`config.mk`:
```
export PLATFORM = sky130hd
export DESIGN_NAME = life_gen_ctrl
export DESIGN_NICKNAME = d
export VERILOG_FILES = /design/src/rtl/life_pkg.sv /design/src/rtl/edge_detect.sv /design/src/rtl/life_gen_ctrl.sv
export SDC_FILE = /design/constraint.sdc
export NUM_CORES = 1
export LEC_CHECK = 0
export BUFFER_PORTS_ARGS = -buffer_cell sky130_fd_sc_hd__buf_2
export CAP_MARGIN = 15
export CORE_AREA = 2 2 139 107
export DETAILED_ROUTE_END_ITERATION = 10
export DIE_AREA = 0 0 141 109
export PLACE_DENSITY = 0.82
export SKIP_LAST_GASP = 1
export SYNTH_ARGS = -nofsm -noshare
export SYNTH_HDL_FRONTEND = slang
export SYNTH_SLANG_ARGS = --single-unit
```
`constraint.sdc`:
```
create_clock -name clk -period 2.1 [get_ports clk]
set_input_delay 0.105 -clock clk [delete_from_list [all_inputs] [get_ports clk]]
set_output_delay 0.105 -clock clk [all_outputs]
set_load 0.01 [all_outputs]
```
`src/rtl/life_pkg.sv`:
```
// life_pkg: shared board size, controller states and default generation rate
package life_pkg;
    localparam int GRID_W           = 64;
    localparam int TICK_DIV_DEFAULT = 12_500_000;
    typedef enum logic [1:0] {IDLE, LOAD, RUN, STEP} gen_state_t;
endpackage

```
`src/rtl/edge_detect.sv`:
```
// edge_detect: one-cycle pulse on each rising edge of a level input
module edge_detect (
    input  logic clk,
    input  logic reset,
    input  logic in,
    output logic rise
);
    logic in_d;
    // remember last cycle's level so a held input yields a single pulse
    always_ff @(posedge clk or negedge reset)
        if (!reset) in_d <= 1'b0;
        else        in_d <= in;
    assign rise = in & ~in_d;
endmodule

```
`src/rtl/life_gen_ctrl.sv`:
```
// life_gen_ctrl: owns the Life grid and decides when to load, step or free-run it
module life_gen_ctrl
    import life_pkg::*;
#(
    parameter int TICK_DIV = TICK_DIV_DEFAULT,
    parameter int CNT_W    = 16
) (
    input  logic              clk,
    input  logic              reset,
    input  logic [GRID_W-1:0] seed,
    input  logic              load,
    input  logic              run,
    input  logic              step,
    input  logic [GRID_W-1:0] next_grid,
    output logic [GRID_W-1:0] grid,
    output logic [CNT_W-1:0]  gen_count,
    output logic              running,
    output logic              stable
);
    localparam int TW = $clog2(TICK_DIV);
    localparam logic [TW-1:0] TICK_LAST = TW'(TICK_DIV - 1);

    gen_state_t    state;
    logic [TW-1:0] tick;
    logic          step_rise;
    logic          changed;

    edge_detect u_step_edge (
        .clk   (clk),
        .reset (reset),
        .in    (step),
        .rise  (step_rise)
    );

    assign changed = next_grid != grid;

    // generation sequencer: load beats run beats step, and a pattern that
    // stops changing freezes the board until the next load
    always_ff @(posedge clk or negedge reset)
        if (!reset) begin
            state     <= IDLE;
            grid      <= '0;
            gen_count <= '0;
            running   <= 1'b0;
            stable    <= 1'b0;
            tick      <= '0;
        end else begin
            case (state)
                IDLE:
                    if (load) state <= LOAD;
                    else if (!stable && run) begin
                        state   <= RUN;
                        running <= 1'b1;
                    end else if (!stable && step_rise) state <= STEP;
                LOAD: begin
                    grid      <= seed;
                    gen_count <= '0;
                    stable    <= 1'b0;
                    tick      <= '0;
                    state     <= IDLE;
                end
                RUN:
                    if (load) begin
                        state   <= LOAD;
                        running <= 1'b0;
                    end else if (!run) begin
                        state   <= IDLE;
                        running <= 1'b0;
                        tick    <= '0;
                    end else if (tick == TICK_LAST) begin
                        tick <= '0;
                        if (changed) begin
                            grid      <= next_grid;
                            gen_count <= gen_count + CNT_W'(1);
                        end else begin
                            stable  <= 1'b1;
                            state   <= IDLE;
                            running <= 1'b0;
                        end
                    end else tick <= tick + TW'(1);
                STEP:
                    if (load) state <= LOAD;
                    else begin
                        state <= IDLE;
                        if (changed) begin
                            grid      <= next_grid;
                            gen_count <= gen_count + CNT_W'(1);
                        end else stable <= 1'b1;
                    end
                default: state <= IDLE;
            endcase
        end
endmodule

```
**Word level (Yosys, flattened, before mapping)**

Cells that the tools add are included.
W data, S select, Z words.

- Word-level logic and storage cells: 74
- Output and inout port bits: 82
- Flip-flop bits (word level): 109

- Multiplexer cells: 38
- Reductions and logical operators: 11
- Eq/ne operators: 14
- Bitwise logic cells: 2
- Add/sub/neg operators: 2

Operator list:

| kind | count |
|---|---|
| $mux W64 | 5 |
| $pmux W64 S3 | 1 |
| $mux W16 | 5 |
| $mux W24 | 3 |
| $ne A64 B64 Y1 | 1 |
| $pmux W16 S3 | 1 |
| $pmux W24 S2 | 1 |
| $add A24 B1 Y24 const B | 1 |
| $eq A24 B24 Y1 const B | 1 |
| $add A16 B1 Y16 const B | 1 |
| $mux W2 | 7 |
| $mux W1 | 12 |
| $ne A2 B2 Y1 const B | 6 |
| $ne A4 B4 Y1 const B | 3 |
| $reduce_and A5 Y1 | 2 |
| $pmux W2 S4 | 1 |
| $eq A2 B2 Y1 const B | 2 |
| $reduce_bool A2 Y1 | 2 |
| $pmux W1 S3 | 1 |
| $reduce_and A3 Y1 | 1 |
| $reduce_bool A3 Y1 | 1 |
| $eq A2 B1 Y1 const B | 1 |
| $logic_and A1 B1 Y1 | 2 |
| $logic_not A2 Y1 | 1 |
| 5 further kinds | 5 |

**Logic depth before layout (Yosys ltp)**

Gate-level depths: netlist (run 1).

- Depth after elaboration: 7
- Gate-level depth with buffers: 9

**Hierarchy**

From an unflattened synthesis (run 1), not the netlist that was laid out.

- Cell total of the unflattened synthesis: 587
- Area total of the unflattened synthesis: 6163.4 µm²

By module, submodules not included:

| module | area an instance (µm²) | instances | cells an instance |
|---|---|---|---|
| life_gen_ctrl | 6124.6 | 1 | 585 |
| edge_detect | 38.8 | 1 | 2 |

**Worst setup path before layout (run 1)**

No wires, ideal clock.

- Kind: flip-flop to flip-flop
- Start: register tick[0]
- End: register grid[10]
- Slack: -0.223 ns
- Stages on the path, launching flop included: 10
- Required time: 1.977 ns
- Arrival: 2.201 ns
- Cells stage by stage: dfrtp_1 > ha_1 > nand4_2 > or3_4 > o31ai_4 > nand3_2 > or2_1 > buf_6 > buf_8 > o221a_2

- Cells in the longest elaborated chain, start to end: 3

RTL lines:

| element | line | text |
|---|---|---|
| from (decl) | life_gen_ctrl.sv:24 | `logic [TW-1:0] tick;` |
| from (signal assigned) | life_gen_ctrl.sv:80 | `end else tick <= tick + TW'(1);` |
| $eq A24 B24 Y1 | life_gen_ctrl.sv:70 | `end else if (tick == TICK_LAST) begin` |
| $ne A2 B2 Y1 (no line) | n/a |  |
| $reduce_and A5 Y1 (no line) | n/a |  |
| to (signal assigned) | life_gen_ctrl.sv:73 | `grid <= next_grid;` |
| to (signal assigned) | life_gen_ctrl.sv:86 | `grid <= next_grid;` |
| to (decl) | life_gen_ctrl.sv:15 | `output logic [GRID_W-1:0] grid,` |

No other way between the ends.
A chain may end at the register's enable or synchronous reset.

**Final worst setup path (run 1)**

- Start: register grid[0]
- End: register grid[1]

- Cells in the longest elaborated chain, start to end: 6
- Elaborated cells on any way between the ends: 7
- Classes of those cells: 1 x eq/ne; 6 x mux

RTL lines:

| element | line | text |
|---|---|---|
| $ne A64 B64 Y1 * | life_gen_ctrl.sv:35 | `assign changed = next_grid != grid;` |
| $mux W64 * | n/a |  |
| $mux W64 (3 in series) | n/a |  |
| $pmux W64 S3 * | n/a |  |

Mark *: on every way between the ends. The rest lies on a longest branch, timed or not. The select of a mux whose other input is x is not followed.

==> metrics.txt, run 1 <==
fin nets 1068; post-synthesis sequential area ratio 44.1%; Worst setup SP type flip-flop; Critical Path RT 2.35 ns; Ys Warns 0; Post-DP HPWL 14600 um; Slew @ Worst Pin 0.557 ns; CP endpoint grid[1]; Mapped Cells 581; Switch Pwr 2.38 mW; clock buffer count from CTS 9; fin. max-slew vios 0; DR WL/cell 17.9 um; final worst slack -0.305 ns; r2r setup slk -0.30 ns; minimum clock period 2.40 ns; Vert. Die Dim 109 um; largest family of logic cells by synthesized area simple AND/OR/NAND/NOR gates; Synth area leaders dfrtp_1 (44%), o221a_2 (11%), xor2_1 (10%); area leader, netlist dfrtp_1; ys flop type dfrtp_1; Design Area, Final 0.00911 mm^2; via count 6044; fmax 0.416 GHz; Post-Synth Simple-Gate Area 21.3%; final worst-path cycle share 115%; status finished, violations left; I/O Pins 215; post-synthesis xor/xnor area fraction 11.2%; Final setup viols 83; Reg2Reg Depth 9; clk slew on worst S/H paths 0.08 ns; Placed Area 0.00839 mm^2; Detailed Routing Iterations Pass 1 5; max_cap viols 0; RSZ-0062 raised after global routing true; Area Growth Syn to Fin 47.3%; port buffer count 214; GP Congestion 0.856; Max VDD drop 0.459 mV; CP max stage delay 0.40 ns; Worst Hold Class input port to flip-flop; share of layout cells above drive strength 1 59.0%; crit path max fanout 32; Starting Density 43.8%; async set-reset flop share out of synthesis 100%; Leakage 4.18 nW; post-synthesis compound-gate area fraction 18.6%; PD cells 815 mW/mm^2; Util after Layout 64.5%; Yosys reg bits 109; total track usage 24.9%; Synth Cell Area 0.00618 mm^2; cell with the largest stage delay on the worst path dfrtp_1; clock sinks 109; drt drc 0; vias per cell 5.40; cells along the critical path xor2_1 -> nor4_2 -> buf_4 -> nand4_1 -> nor4_4 -> buf_6 -> a21oi_4 -> buf_12 -> o221a_2; final hold violation count 0; cell internal pwr 5.03 mW; die width 141 um; Post-Synth Adder-Cell Area 0.405%; H-tree depth 3; Crit. End Element flip-flop; most frequent cells in the layout buf_2 (214), buf_4 (139), dfrtp_1 (109); top-area cell type share of the netlist area 44.1%; hold wc startpoint next_grid[63]; root buf cell clkbuf_16; critical path class flip-flop to flip-flop; relative slew slack 62.6%; largest net degree at the start of global routing 64; failing checks setup timing; multiplexer share of the synthesized area 0%; initial antenna violation count 2; Clock power frac 25.7%; WL final 20000 um; Final Skew 0.0142 ns; clock buffer depth 2; Remaining Overflow, GRT 0; combinational power share 37.5%; CTS tree built; initial drt markers 440; Distinct cells, synth 57; Syn Nets 716; leading cell type in the layout, fill and taps excluded buf_2; full die area 0.0154 mm^2; sw frac 32.1%; row count 38; clock latency on the worst-skew pair 0.36 ns; synthesized area per cell 10.6 um^2; Antenna Violating Nets Remaining 0; worst r2r src grid[0]; first-pass GRT wire length 30100 um; EDFF count, synth 0; Arr. time, crit path 2.65 ns; crit path launch grid[0]; Core Area 0.0141 mm^2; Reg power frac 36.9%; vias in the first global route 5925; FF-to-FF End grid[1]
power by group through the flow:
| stage | combinational [mW] | sequential (mW) | clock [mW] |
|---|---|---|---|
| after detailed placement | 2.64 | 2.77 | 0 |
| after floorplan | 0.997 | 2.98 | 0 |
| after global placement | 2.60 | 2.74 | 0 |
| after CTS | 2.74 | 2.73 | 1.92 |
| final | 2.78 | 2.73 | 1.90 |
| after global routing | 2.99 | 2.78 | 2.00 |
stage by stage:
step	setup slack, ns	std cells	hold WS, ns	total power, mW	setup TNS (ns)
2_1_floorplan	-0.144	581	-0.191	3.98	-8.53
3_3_place_gp	-0.459	1086	0.108	5.34	-31.89
3_5_place_dp	-0.436	1086	0.109	5.41	-31.75
4_1_cts	-0.269	1113	0.0348	7.40	-19.70
5_1_grt	-0.388	1120	0.0413	7.76	-28.43
6_report	-0.305	1120	0.0395	7.42	-20.25
cell usage after synthesis (4+ instances only):
library cell,count
nor3_1,7
or2_2,67
o221a_1,7
nand3_1,24
xnor2_1,8
a21oi_1,5
nor4_1,19
dfrtp_1,109
and3_1,5
o221a_2,58
or3_1,7
o211ai_1,9
nand4_1,8
clkbuf_1,13
xor2_1,71
o31ai_1,4
inv_1,10
and2_1,4
nor2_1,29
nand2b_1,8
buf_6,5
buf_8,6
o21ai_0,17
nand2_1,27
nor2b_1,5
o311ai_0,5
flip-flops by register name, summed over array words and instances, names as in the netlist:
register          count
tick                 24
running               1
u_step_edge.in_d      1
grid                 64
gen_count            16
stable                1
state                 2
worst max-delay path: cells and delay by family, from the launching register on:
kind	cells	cell delay, ns
buffers and inverters	3	0.52
AND/OR/NAND/NOR	3	0.80
AO/OA/AOI/OAI	2	0.38
XOR/XNOR	1	0.16
flip-flops	1	0.40
worst min-delay path by stage:
stage | endpoint | cells past startpoint | slack [ns]
floorplan | gen_count[0] | 0 | -0.19
global placement | grid[9] | 1 | 0.11
detailed placement | grid[9] | 1 | 0.11
CTS | grid[35] | 2 | 0.03
global route | grid[32] | 2 | 0.04
finish | grid[63] | 2 | 0.04
repair_timing:
item,4_1_cts,5_1_grt
cloned,2,0
endpoints found under the hold margin,34,0
hold buffers,2,0
buffers inserted,7,6
setup endpoints to repair,90,106
pin swaps,7,11
resized for setup,27,27
final cells by class:
cell class | count | area, um^2
antenna | 2 | 5.00
sequential | 109 | 2730
clock buffer | 9 | 225
fill | 1140 | 5010
clock inverter | 7 | 103
multi-input combinational | 431 | 3380
inverter | 10 | 37.5
timing repair buffer | 372 | 2400
tap | 180 | 225
metal layers:
| layer | share of wire, % | global-route usage, % | vias to the layer above |
|---|---|---|---|
| met5 | 0 | 0 | - |
| met4 | 1.3 | 7.57 | 0 |
| met3 | 5.3 | 4.87 | 25 |
| met2 | 50 | 42.8 | 197 |
| met1 | 44 | 32.3 | 2951 |
| li1 | - | - | 2871 |
logic make-up (layout without fill, tap and decap cells):
kind of cell | count (synthesis) | in the layout
simple gates | 229 | 229
fa+ha+maj | 2 | 2
other cells | 0 | 2
xor+xnor | 79 | 79
buf+inv | 41 | 398
flops | 109 | 109
compound gates | 121 | 121
No activity file was read; power rests on OpenSTA's default activity.
==> run 2, diff against run 1 <==
--- a/config.mk
+++ b/config.mk
@@ -10,7 +10,8 @@
 export CORE_AREA = 2 2 139 107
 export DETAILED_ROUTE_END_ITERATION = 10
 export DIE_AREA = 0 0 141 109
-export PLACE_DENSITY = 0.82
+export PLACE_DENSITY = 0.79
+export SETUP_SLACK_MARGIN = 0.1
 export SKIP_LAST_GASP = 1
 export SYNTH_ARGS = -nofsm -noshare
 export SYNTH_HDL_FRONTEND = slang
==> constraint.sdc (replaced) <==
create_clock -name clk -period 2.9 [get_ports clk]
set_input_delay 0.145 -clock clk [delete_from_list [all_inputs] [get_ports clk]]
set_output_delay 0.145 -clock clk [all_outputs]
set_load 0.01 [all_outputs]
==> run 2 against run 1 <==
Compared with the run above: the flow now finishes without violations; critical path depth fell by 1; die area unchanged; sequential power down 25%; largest cell class unchanged.
==> metrics.txt, run 2 (same netlist as run 1, synthesis figures left out) <==
relative slew slack 48.1% (-14 points); full die area 0.0154 mm^2 (unchanged); Clock power frac 26.3% (+0.6 points); fin. max-slew vios 0 (unchanged); number of diodes 0 (-2); Biggest register grid; most frequent cells in the layout buf_2 (213), dfrtp_1 (109), xor2_1 (71); clock buffer depth 2 (unchanged); initial drt markers 313 (-29%); Leakage 3.38 nW (-19%); Area Growth Syn to Fin 24.9%; final hold violation count 0 (unchanged); drt drc 0 (unchanged); port buffer count 214 (unchanged); Final Skew 0.00917 ns (-0.00505 ns); vias in the first global route 5140 (-13%); crit path max fanout 53 (+66%); clock buffer count from CTS 9 (unchanged); setup TNS 0 ns (+20.25 ns); WL final 17600 um (-12%); DR WL/cell 18.0 um (+0.70%); Detailed Routing Iterations Pass 1 5 (unchanged); Arr. time, crit path 2.98 ns (+0.33 ns); cells along the critical path xor2_1 -> nor4_1 -> buf_4 -> nand4_1 -> nor4_4 -> or2_2 -> buf_12 -> o221a_2; max_cap viols 0 (unchanged); row count 38 (unchanged); Top Registers grid (64), tick (24), gen_count (16); final worst-path cycle share 93.1% (-21 points); Reg2Reg Depth 8 (-1); die width 141 um (unchanged); Remaining Overflow, GRT 0 (unchanged); Slew @ Worst Pin 0.778 ns (+0.221 ns); PD cells 613 mW/mm^2 (-25%); fmax 0.370 GHz (-11%); clock sinks 109 (unchanged); status complete, no violations; Starting Density 43.8% (unchanged); Core Area 0.0141 mm^2 (unchanged); Vert. Die Dim 109 um (unchanged); CP max stage delay 0.49 ns (+0.09 ns); first-pass GRT wire length 27000 um (-10%); Min-Delay Endpoint grid[23]; leading cell type in the layout, fill and taps excluded buf_2; final worst slack 0.201 ns (+0.506 ns); Reg power frac 43.1% (+6.2 points); FF-to-FF End grid[58]; worst r2r src grid[17]; Final setup viols 0 (-100%); total power 4.73 mW (-36%); Max VDD drop 0.292 mV (-36%); CTS tree built; vias per cell 5.58 (+3.4%); minimum clock period 2.70 ns (+0.294 ns); largest net degree at the start of global routing 59 (-7.8%); Antenna Violating Nets Remaining 0 (unchanged); total track usage 22.6% (-2.4 points); initial antenna violation count 0 (-2); cell with the largest stage delay on the worst path nor4_1; WHS Path Cells 2 (unchanged); I/O Pins 215 (unchanged); share of layout cells above drive strength 1 48.4% (-11 points); cell internal pwr 3.17 mW (-37%); sw frac 33.0% (+0.84 points); clk slew on worst S/H paths 0.07 ns (about the same); Worst setup SP type flip-flop; clock latency on the worst-skew pair 0.35 ns (about the same); fin nets 928 (-13%); r2r setup slk 0.20 ns (+0.51 ns); H-tree depth 3 (unchanged); max reg flops 64 (unchanged); Crit. End Element flip-flop; Worst Hold Class input port to flip-flop; delay-heaviest family, CP simple AND/OR/NAND/NOR gates; Switch Pwr 1.56 mW (-35%); crit path buf inv count 2 (-1); via count 5456 (-9.7%); root buf cell clkbuf_16; combinational power share 30.6% (-6.9 points); Placement Setup Slack 0.185 ns (+0.621 ns); hold wc startpoint next_grid[23]; Critical Path RT 3.18 ns (+0.83 ns); GP Congestion 0.839 (-2.0%); critical path class flip-flop to flip-flop; Post-DP HPWL 13100 um (-10%); RSZ-0062 raised after global routing false
[run 2: changes by cell type in the layout (fill, tap and decap cells not counted), moves of 3 or more]
cell	delta
nor4_2	-12
o21ai_0	+3
buf_6	-8
nor4_1	+12
buf_12	-3
buf_4	-126
[run 2: power groups by stage]
stage	Clock (mW)	Sequential, mW	Combinational (mW)
2_1_floorplan	0	2.16	0.722
3_3_place_gp	0	2.06	1.44
3_5_place_dp	0	2.07	1.46
4_1_cts	1.27	2.04	1.46
5_1_grt	1.32	2.08	1.57
6_report	1.24	2.04	1.45
[run 2: worst max-delay path by stage]
stage          slack [ns]  startpoint  depth (start not counted)           end
2_1_floorplan        0.58     tick[0]                          9      grid[10]
3_3_place_gp         0.17    grid[29]                          7  gen_count[1]
3_5_place_dp         0.19    grid[29]                          7  gen_count[3]
4_1_cts              0.15    grid[29]                          7  gen_count[3]
5_1_grt              0.11    grid[37]                          8  gen_count[1]
6_report             0.20    grid[17]                          8      grid[58]
[run 2: layout make-up]
| type | instances | area, um^2 |
|---|---|---|
| fillers | 1256 | 6400 |
| multi-input cells | 431 | 3180 |
| flip-flops and latches | 109 | 2730 |
| repair buffers | 232 | 1250 |
| clock buffers | 11 | 233 |
| well taps | 180 | 225 |
| clock inverters | 5 | 58.8 |
| inverters | 10 | 37.5 |
[run 2: what timing repair did]
action | 4_1_cts | 5_1_grt
resized for setup | 0 | 1
setup buffers | 0 | 0
hold buffers | 2 | 0
endpoints found under the hold margin | 58 | 0
setup endpoints to repair | 0 | 4
[run 2: per-layer routing]
| metal | global-route usage, % | wire [um] |
|---|---|---|
| met4 | 6.93 | 335 |
| met2 | 36.5 | 8190 |
| met3 | 4.30 | 958 |
| met5 | 0 | 0 |
| met1 | 31.1 | 8110 |
[run 2: metrics by stage]
stage                     hold slack, ns  area, um^2  utilization (%)  instances
final                             0.0853        7720             54.7        978
after global routing              0.0856        7720             54.7        978
after CTS                         0.0766        7710             54.6        978
after detailed placement           0.270        7400             52.4        960
after global placement             0.266        7400             52.4        960
after floorplan                   -0.151        6180                -        581
==> run 3, diff against run 2 <==
--- a/config.mk
+++ b/config.mk
@@ -15,4 +15,5 @@
 export SKIP_LAST_GASP = 1
 export SYNTH_ARGS = -nofsm -noshare
 export SYNTH_HDL_FRONTEND = slang
+export SYNTH_HIERARCHICAL = 1
 export SYNTH_SLANG_ARGS = --single-unit
==> run 3 against run 2 <==
Compared with the run above: clock power about the same; design area is 1.2% higher; global-route usage increased by 0.23 points; critical endpoint is now grid[62]; die area did not move; flip-flop and latch count is the same; largest cell class unchanged.
==> metrics.txt, run 3 <==
I/O Pins 215 (unchanged); Biggest register grid; minimum clock period 2.77 ns (+0.0751 ns); vias per cell 5.65 (+1.4%); WHS 0.0761 ns (-0.00921 ns); cell with the largest stage delay on the worst path or4b_4; final worst-path cycle share 95.7% (+2.6 points); Synth Cell Area 0.00616 mm^2 (-0.28%); WHS Path Cells 2 (unchanged); status complete, no violations; crit path buf inv count 1 (-1); post-synthesis sequential area ratio 44.3% (+0.13 points); Remaining Overflow, GRT 0 (unchanged); Top Registers grid (64), tick (24), gen_count (16); via count 5581 (+2.3%); setup TNS 0 ns (unchanged); max reg flops 64 (unchanged); Slew @ Worst Pin 0.769 ns (-0.00885 ns); drt drc 0 (unchanged); RSZ-0062 raised after global routing true; Ys Warns 6 (+6); ys flop type dfrtp_1; most numerous cell in the Yosys netlist dfrtp_1; Post-DP HPWL 13000 um (-0.67%); vias in the first global route 5139 (-0.019%); Final setup viols 0 (unchanged); PD cells 592 mW/mm^2 (-3.4%); Critical Path RT 3.14 ns (-0.04 ns); number of diodes 0 (unchanged); clock buffer depth 2 (unchanged); Vert. Die Dim 109 um (unchanged); die width 141 um (unchanged); Starting Density 43.6% (-0.12 points); fin. max-slew vios 0 (unchanged); clk slew on worst S/H paths 0.08 ns (about the same); crit path max fanout 36 (-32%); met3 Use GR 4.04% (-0.26 points); Max VDD drop 0.326 mV (+12%); Antenna Violating Nets Remaining 0 (unchanged); fill count 1245 (-0.88%); clock latency on the worst-skew pair 0.36 ns (about the same); CP max stage delay 0.58 ns (+0.09 ns); Core Area 0.0141 mm^2 (unchanged); delay-heaviest family, CP simple AND/OR/NAND/NOR gates; synthesized area per cell 10.5 um^2 (-1.3%); top-area cell type share of the netlist area 44.3% (+0.13 points); Arr. time, crit path 3.02 ns (+0.04 ns); Yosys reg bits 109 (unchanged); Leakage 3.27 nW (-3.2%); multi-input combinational cell area 0.00321 mm^2 (+0.94%); CP Depth 6 (-2); clock sinks 109 (unchanged); area leader, netlist dfrtp_1; met1 usage 33.6% (+2.5 points); fmax 0.360 GHz (-2.7%); Reg area 0.00273 mm^2 (unchanged); initial drt markers 339 (+8.3%); clock buffer count from CTS 9 (unchanged); GR Layer Usage met2 34.7% (-1.8 points); Post-synth top cells dfrtp_1 (109), xnor2_1 (71), nand2b_1 (69); Syn Nets 722 (+0.84%); first-pass GRT wire length 27500 um (+1.6%); root buf cell clkbuf_16; CTS tree built; Distinct cells, synth 51 (-11%); Synth area leaders dfrtp_1 (44%), o221a_1 (11%), xnor2_1 (10%); Final Non-Filler Cells 987 (+0.92%); most frequent cells in the layout buf_2 (213), dfrtp_1 (109), xnor2_1 (71); Cells after DPL 968 (+0.83%); final hold violation count 0 (unchanged); share of layout cells above drive strength 1 33.1% (-15 points); Area Growth Syn to Fin 26.8%; DR WL/cell 17.8 um (-0.99%); EDFF count, synth 0 (unchanged); Detailed Routing Iterations Pass 1 5 (unchanged); GP Congestion 0.865 (+3.2%); port buffer count 214 (unchanged); initial antenna violation count 0 (unchanged); largest net degree at the start of global routing 71 (+20%); leading cell type in the layout, fill and taps excluded buf_2; H-tree depth 3 (unchanged); row count 38 (unchanged); post-CTS resize count 0 (unchanged); critical path class flip-flop to flip-flop; cells along the critical path or4b_1 -> or4_1 -> o31a_1 -> or4b_4 -> buf_12 -> o221a_2; Worst setup SP type flip-flop; Final Skew 0.0110 ns (+0.00182 ns); full die area 0.0154 mm^2 (unchanged); total track usage 22.8% (+0.23 points); fin nets 937 (+0.97%); relative slew slack 48.7% (+0.59 points); Reg2Reg Depth 6 (-2); WL final 17600 um (about the same); async set-reset flop share out of synthesis 100% (unchanged); Mapped Cells 587 (+1.0%); gr busiest metal met2; Worst Hold Class input port to flip-flop; max_cap viols 0 (unchanged); Crit. End Element flip-flop
[run 3: cell count changes in the layout (fill, tap and decap cells not counted), sizes merged, moves of 12 or more]
cell / change
xor2: -68
nand3: -12
nor4: -13
nand2b: +61
or2: -66
nand4: +16
xnor2: +63
[run 3: stage by stage]
stage	power [mW]	area, um^2	setup WS, ns	util [%]
2_1_floorplan	2.79	6170	0.184	-
3_3_place_gp	3.39	7490	0.137	53.1
3_5_place_dp	3.42	7490	0.116	53.1
4_1_cts	4.66	7800	0.119	55.3
5_1_grt	4.85	7810	0.0157	55.3
6_report	4.63	7810	0.126	55.3
[run 3: metal layers]
metal | part of all wire [%] | up-vias
li1 | - | 2648
met1 | 47 | 2667
met2 | 45 | 237
met3 | 5.5 | 29
met4 | 2.0 | 0
met5 | 0 | -
[run 3: cells by family (layout without fill, tap and decap cells)]
group,Yosys count,count (layout),synth area share [%]
simple gates,224,224,20.9
compound gates,136,136,20.0
flops,109,109,44.3
xor+xnor,74,74,10.5
buf+inv,42,262,3.90
fa+ha+maj,2,2,0.406
[run 3: area by class of cell]
class	instances	share of cell area, %
Sequential cell	109	34.9
Timing Repair Buffer	240	17.1
Clock buffer	9	2.88
Inverter	6	0.288
Multi-Input combinational cell	436	41.1
Tap cell	180	2.88
Clock inverter	7	0.833
[run 3: final timing paths]
kind	from	slack, ns	to
setup reg to reg	tick[22]	0.13	grid[62]
min in group asynchronous	reset	0.33	grid[49]
hold / removal	next_grid[5]	0.08	grid[5]
setup / recovery	tick[22]	0.13	grid[62]
max in group asynchronous	reset	1.80	tick[8]
hold reg to reg	tick[14]	0.52	tick[14]
[run 3: what timing repair did]
item                                    4_1_cts  5_1_grt
endpoints found under the setup margin        1       63
buffers inserted                              0        1
hold buffers                                  2        0
hold endpoints to repair                     45        0
pin swaps                                     1        0
[run 3: report_power, final]
| group | switching [mW] | total [mW] | internal [mW] |
|---|---|---|---|
| Sequential | 0.255 | 2.01 | 1.76 |
| Combinational | 0.684 | 1.38 | 0.695 |
| Clock | 0.628 | 1.24 | 0.607 |
